**src/rtl/vc_allocator_pkg.sv**
```systemverilog
// rtl/vc_allocator_pkg.sv - shared router parameters and port encoding for the VC allocator
package vc_allocator_pkg;

  localparam int PORT_NUM  = 5;
  localparam int VC_NUM    = 2;
  localparam int VC_SIZE   = $clog2(VC_NUM);
  localparam int FLAT_NUM  = PORT_NUM * VC_NUM;
  localparam int FLAT_SIZE = $clog2(FLAT_NUM);

  typedef enum logic [2:0] {
    LOCAL = 3'd0,
    NORTH = 3'd1,
    SOUTH = 3'd2,
    WEST  = 3'd3,
    EAST  = 3'd4
  } port_t;

  function automatic logic port_valid(input port_t p);
    return p inside {LOCAL, NORTH, SOUTH, WEST, EAST};
  endfunction

endpackage

```
**src/rtl/vc_allocator_arbiter.sv**
```systemverilog
// rtl/vc_allocator_arbiter.sv - combinational round-robin arbiter; caller owns the pointer
module vc_allocator_arbiter #(
  parameter int AGENTS_NUM = 2,
  parameter int PTR_W      = (AGENTS_NUM > 1) ? $clog2(AGENTS_NUM) : 1
) (
  input  logic [AGENTS_NUM-1:0] requests_i,
  input  logic [PTR_W-1:0]      ptr_i,
  output logic [AGENTS_NUM-1:0] grants_o
);

  logic [AGENTS_NUM-1:0] high_mask;
  logic [AGENTS_NUM-1:0] high_req;
  logic [AGENTS_NUM-1:0] pick;

  // Prefer requesters at or above the pointer, else wrap to the lowest one.
  always_comb begin
    high_mask = ~((AGENTS_NUM'(1) << ptr_i) - AGENTS_NUM'(1));
    high_req  = requests_i & high_mask;
    pick      = (|high_req) ? high_req : requests_i;
    grants_o  = pick & (~pick + AGENTS_NUM'(1));
  end

endmodule

```
**src/rtl/vc_allocator.sv**
```systemverilog
// rtl/vc_allocator.sv - separable input-first virtual-channel allocator
module vc_allocator
  import vc_allocator_pkg::*;
(
  input  logic                                         clk,
  input  logic                                         rst,
  input  logic  [PORT_NUM-1:0][VC_NUM-1:0]             request_i,
  input  port_t [PORT_NUM-1:0][VC_NUM-1:0]             out_port_i,
  input  logic  [PORT_NUM-1:0][VC_NUM-1:0]             release_i,
  output logic  [PORT_NUM-1:0][VC_NUM-1:0]             vc_valid_o,
  output logic  [PORT_NUM-1:0][VC_NUM-1:0][VC_SIZE-1:0] vc_new_o
);

  logic [PORT_NUM-1:0][VC_NUM-1:0]                avail, avail_nxt;
  logic [PORT_NUM-1:0][VC_NUM-1:0][VC_SIZE-1:0]   in_ptr, in_ptr_nxt;
  logic [PORT_NUM-1:0][VC_NUM-1:0][FLAT_SIZE-1:0] out_ptr, out_ptr_nxt;
  logic [PORT_NUM-1:0][VC_NUM-1:0][VC_NUM-1:0]    s1_req, s1_gnt;
  logic [PORT_NUM-1:0][VC_NUM-1:0][FLAT_NUM-1:0]  s2_req, s2_gnt;
  logic [PORT_NUM-1:0][VC_NUM-1:0]                win;
  logic [PORT_NUM-1:0][VC_NUM-1:0][VC_SIZE-1:0]   win_vc;

  // Stage 1: a VC just granted is masked so it cannot win a second VC.
  always_comb begin
    s1_req = '0;
    for (int ip = 0; ip < PORT_NUM; ip++) begin
      for (int iv = 0; iv < VC_NUM; iv++) begin
        if (request_i[ip][iv] && !vc_valid_o[ip][iv] && port_valid(out_port_i[ip][iv]))
          s1_req[ip][iv] = avail[out_port_i[ip][iv]];
      end
    end
  end

  for (genvar ip = 0; ip < PORT_NUM; ip++) begin : g_in_port
    for (genvar iv = 0; iv < VC_NUM; iv++) begin : g_in_vc
      vc_allocator_arbiter #(.AGENTS_NUM(VC_NUM)) u_in_arb (
        .requests_i (s1_req[ip][iv]),
        .ptr_i      (in_ptr[ip][iv]),
        .grants_o   (s1_gnt[ip][iv])
      );
    end
  end

  always_comb begin
    s2_req = '0;
    for (int op = 0; op < PORT_NUM; op++) begin
      for (int ov = 0; ov < VC_NUM; ov++) begin
        for (int ip = 0; ip < PORT_NUM; ip++) begin
          for (int iv = 0; iv < VC_NUM; iv++) begin
            if (s1_gnt[ip][iv][ov] && out_port_i[ip][iv] == port_t'(op))
              s2_req[op][ov][ip*VC_NUM+iv] = 1'b1;
          end
        end
      end
    end
  end

  for (genvar op = 0; op < PORT_NUM; op++) begin : g_out_port
    for (genvar ov = 0; ov < VC_NUM; ov++) begin : g_out_vc
      vc_allocator_arbiter #(.AGENTS_NUM(FLAT_NUM)) u_out_arb (
        .requests_i (s2_req[op][ov]),
        .ptr_i      (out_ptr[op][ov]),
        .grants_o   (s2_gnt[op][ov])
      );
    end
  end

  // Releases apply before grants so a grant on a VC always leaves it owned.
  always_comb begin
    win         = '0;
    win_vc      = '0;
    avail_nxt   = avail | release_i;
    in_ptr_nxt  = in_ptr;
    out_ptr_nxt = out_ptr;
    for (int op = 0; op < PORT_NUM; op++) begin
      for (int ov = 0; ov < VC_NUM; ov++) begin
        for (int f = 0; f < FLAT_NUM; f++) begin
          if (s2_gnt[op][ov][f]) begin
            avail_nxt[op][ov]                     = 1'b0;
            out_ptr_nxt[op][ov]                   = (f == FLAT_NUM-1) ? '0 : FLAT_SIZE'(f + 1);
            win[f / VC_NUM][f % VC_NUM]           = 1'b1;
            win_vc[f / VC_NUM][f % VC_NUM]        = VC_SIZE'(ov);
            in_ptr_nxt[f / VC_NUM][f % VC_NUM]    = (ov == VC_NUM-1) ? '0 : VC_SIZE'(ov + 1);
          end
        end
      end
    end
  end

  always_ff @(posedge clk or negedge rst) begin
    if (!rst) begin
      vc_valid_o <= '0;
      vc_new_o   <= '0;
      avail      <= '1;
      in_ptr     <= '0;
      out_ptr    <= '0;
    end else begin
      vc_valid_o <= win;
      avail      <= avail_nxt;
      in_ptr     <= in_ptr_nxt;
      out_ptr    <= out_ptr_nxt;
      for (int ip = 0; ip < PORT_NUM; ip++) begin
        for (int iv = 0; iv < VC_NUM; iv++) begin
          if (win[ip][iv])
            vc_new_o[ip][iv] <= win_vc[ip][iv];
        end
      end
    end
  end

endmodule
```
**config.mk**
```make
export PLATFORM = sky130hd
export DESIGN_NAME = vc_allocator
export DESIGN_NICKNAME = d
export VERILOG_FILES = /design/src/rtl/vc_allocator_pkg.sv /design/src/rtl/vc_allocator_arbiter.sv /design/src/rtl/vc_allocator.sv
export SDC_FILE = /design/constraint.sdc
export NUM_CORES = 1
export LEC_CHECK = 0
export ABC_CLOCK_PERIOD_IN_PS = 5800
export CORE_ASPECT_RATIO = 0.75
export CORE_MARGIN = 2
export CORE_UTILIZATION = 30
export DETAILED_ROUTE_END_ITERATION = 7
export DONT_BUFFER_PORTS = 1
export HOLD_SLACK_MARGIN = 0.03
export PLACE_DENSITY = 0.47
export SLEW_MARGIN = 15
export SYNTH_ARGS = -nofsm -noshare
export SYNTH_HDL_FRONTEND = slang
export SYNTH_SLANG_ARGS = --single-unit
```
**constraint.sdc**
```tcl
create_clock -name clk -period 5.8 [get_ports clk]
set_clock_uncertainty 0.15 [all_clocks]
set_input_delay 1.45 -clock clk [delete_from_list [all_inputs] [get_ports clk]]
set_output_delay 1.45 -clock clk [all_outputs]
set_load 0.005 [all_outputs]
```
==> results.sh <==
export IMPL_fin_crit_sh_pct=93.63
export IMPL_clkSinkCount=80
export IMPL_dieArea_um2=39720
export IMPL_powerDensity_nw_per_um2=407.5
export IMPL_hold_violations=0
export IMPL_postCtsSetupBuffers=0
export IMPL_grt_pass1_wl_mm=83.71
export IMPL_yosys_warnings=0
export IMPL_arrival_ns=5.56
export IMPL_post_drt_wl_per_cell_um=29.32
export IMPL_drtIter0Drc=1892
export IMPL_rsz0062_at_grt="false"
export IMPL_routed_via_density=6.695
export IMPL_cp_required_ns=5.93
export IMPL_wl_mm=58.50
export IMPL_clk_pin_slew_ns=0.07
export IMPL_fin_ws_ns=0.3696
export IMPL_post_dp_hpwl_mm=48.35
export IMPL_port_buffers=0
export IMPL_path_class="input pin to flop"
export IMPL_synthFlopType="dfrtp_1"
export IMPL_cts_tree="done"
export IMPL_fin_setup_tns_ns=0
export IMPL_crit_path_start_kind="input pin"
export IMPL_cts_root_buf="clkbuf_16"
export IMPL_grt_pass1_vias=11740
export IMPL_final_nets=1548
export IMPL_ios=72
export IMPL_tightest_slew_ns=1.150
export IMPL_grt_max_degree=81
export IMPL_cts_resized=0
export IMPL_cp_max_fo=12
export IMPL_num_antenna_cells=0
export IMPL_final_max_slew_viol_count=0
export IMPL_max_cap_viol_count=0
export IMPL_cp_end_kind="flop"
export IMPL_final_common_cell="nor2_1"
export IMPL_postCtsHoldBufs=0
export IMPL_max_vdd_ir_drop_v=0.0001702
export IMPL_clock_fmax_mhz=184.1
export IMPL_ctsLongestPathBuffers=2
export IMPL_synthCells=1503
export IMPL_syn_nets=1565
export IMPL_antenna_found_initial=1
export IMPL_synth_edff_count=0
export IMPL_finalPower_mw=5.060
export IMPL_ys_ff_latch=80
export IMPL_layout_common_cells="125 x nor2_1, 107 x nand2_1, 80 x a21oi_1"
export IMPL_grt_ovfl_total=0
export IMPL_vias=13360
export IMPL_clk_latency_ns=0.39
export IMPL_drtAntennaViolNets=0
export IMPL_n_fill_cell=3990
export IMPL_status="completed"
export IMPL_yosysSeqAreaShare_pct=17.61
export IMPL_htreeDepth=3
export IMPL_holdWs_ns=0.3764
export IMPL_utilization_pct=33.27
export IMPL_die_w_um=229.5
export IMPL_area_growth_pct=8.566
export IMPL_start_util_pct=30.64
export IMPL_place_congestion=0.9776
export IMPL_post_route_drc_count=0
export IMPL_synth_async_reset_ratio_pct=100.0
export IMPL_rows=61
export IMPL_netlist_area_um2=11440
export IMPL_track_usage_pct=28.67
export IMPL_coreArea_um2=37320
export IMPL_setup_viol=0
export IMPL_period_needed_ns=5.430
export IMPL_drive_gt1_share_pct=12.94
export IMPL_avgSynthCellArea_um2=7.610
export IMPL_cts_buffers=9
export IMPL_ys_types=120
export IMPL_dp_slack_ns=0.1199
export IMPL_p_leak_nw=4.813
export IMPL_drtPass1Iterations=6
export IMPL_slew_limit_headroom_pct=22.67
export IMPL_fp_dieH_um=173.1
export IMPL_hold_class="flop to flop"
-- cell families after synthesis --
family,after synthesis,share of synthesized area [%]
simple gates,690,35.51
compound gates,532,35.67
buf+inv,136,5.054
flops,80,17.61
mux,45,4.288
xor+xnor,10,0.7658
fa+ha+maj,10,1.094
-- per-stage QoR --
stage	cell area (µm²)	cells
finish	12420	1995
global route	12420	1995
CTS	12420	1995
detailed placement	12120	1979
global placement	12120	1979
floorplan	11440	1503
-- power breakdown --
group | switching (mW) | total, mW | internal (mW)
Sequential | 0.743 | 1.59 | 0.843
Combinational | 1.75 | 2.84 | 1.09
Clock | 0.298 | 0.634 | 0.336
-- final timing paths --
| kind | startpoint | end | slack (ns) | depth (start not counted) |
|---|---|---|---|---|
| max in group asynchronous | rst | avail[8] | 4.67 | 0 |
| min | vc_new_o[2] | vc_new_o[2] | 0.38 | 1 |
| max | out_port_i[26] | in_ptr[6] | 0.37 | 9 |
| min in group asynchronous | rst | out_ptr[20] | 0.60 | 0 |
| min reg2reg | vc_new_o[2] | vc_new_o[2] | 0.38 | 1 |
| max reg2reg | out_ptr[39] | vc_new_o[0] | 0.53 | 13 |
-- state kept, by name, summed over array words and instances, names as in the netlist --
name	count
in_ptr	10
avail	10
vc_valid_o	10
out_ptr	40
vc_new_o	10
-- per-layer routing --
metal,global-route usage (%),vias to the layer above,share of wire (%)
met5,0,-,0
met4,4.843,0,1.5
met3,11.63,60,14
met2,36.40,844,37
met1,44.21,6576,48
li1,-,5877,-
-- critical path, stage by stage --
cell       delay, ns
or3b_1          0.45
nor4_2          1.01
nor3b_1         0.72
a2111oi_4       0.22
and3_1          0.34
o211ai_1        0.48
o22ai_1         0.20
nor4_2          0.43
a21bo_1         0.25
-- synth_stat cells (9+ instances only) --
cell type    n  area (µm²)
nor2_1     125       469.2
nand2_1    107       401.6
a21oi_1     80       400.4
nor3_1      77       385.4
o21ai_0     77       385.4
dfrtp_1     70        1752
clkbuf_1    55       206.5
inv_1       48       180.2
nand3_1     48       240.2
nand2b_1    33       206.5
nor2b_1     28       175.2
o21a_1      28       210.2
and3_1      27       168.9
buf_2       27       135.1
o211ai_1    27       202.7
a211oi_1    26       195.2
mux2i_1     25       250.2
or2_2       23       143.9
a21o_1      22       165.2
nor4b_1     22       192.7
a31oi_1     21       131.4
or3_1       21       131.4
nand3b_1    18       135.1
nor4_1      18       112.6
a21boi_0    17       127.6
and2_1      17       106.4
mux2_2      16       180.2
nand4_1     16       100.1
nor3b_1     16       120.1
a211o_1     14       122.6
o32ai_1     14       122.6
o211a_1     12       120.1
a22oi_1     10       75.07
dfstp_2     10       262.8
ha_1        10       125.1
o21ai_1     10       50.05
o22ai_1     10       62.56
or3b_1      10       87.58
and3b_1      9       78.83
o31ai_1      9       67.56
xnor2_1      9       78.83
-- layout make-up --
class                      instances  area [µm²]  share of cell area (%)
sequential                        80        2014                   16.22
inverter                          48       180.2                   1.451
multi-input combinational       1287        8845                   71.23
clock buffer                      10       229.0                   1.844
timing repair buffer              60       450.4                   3.628
clock inverter                     6       67.56                  0.5441
tap                              504       630.6                   5.079
Power figures use the tool's default switching activity.
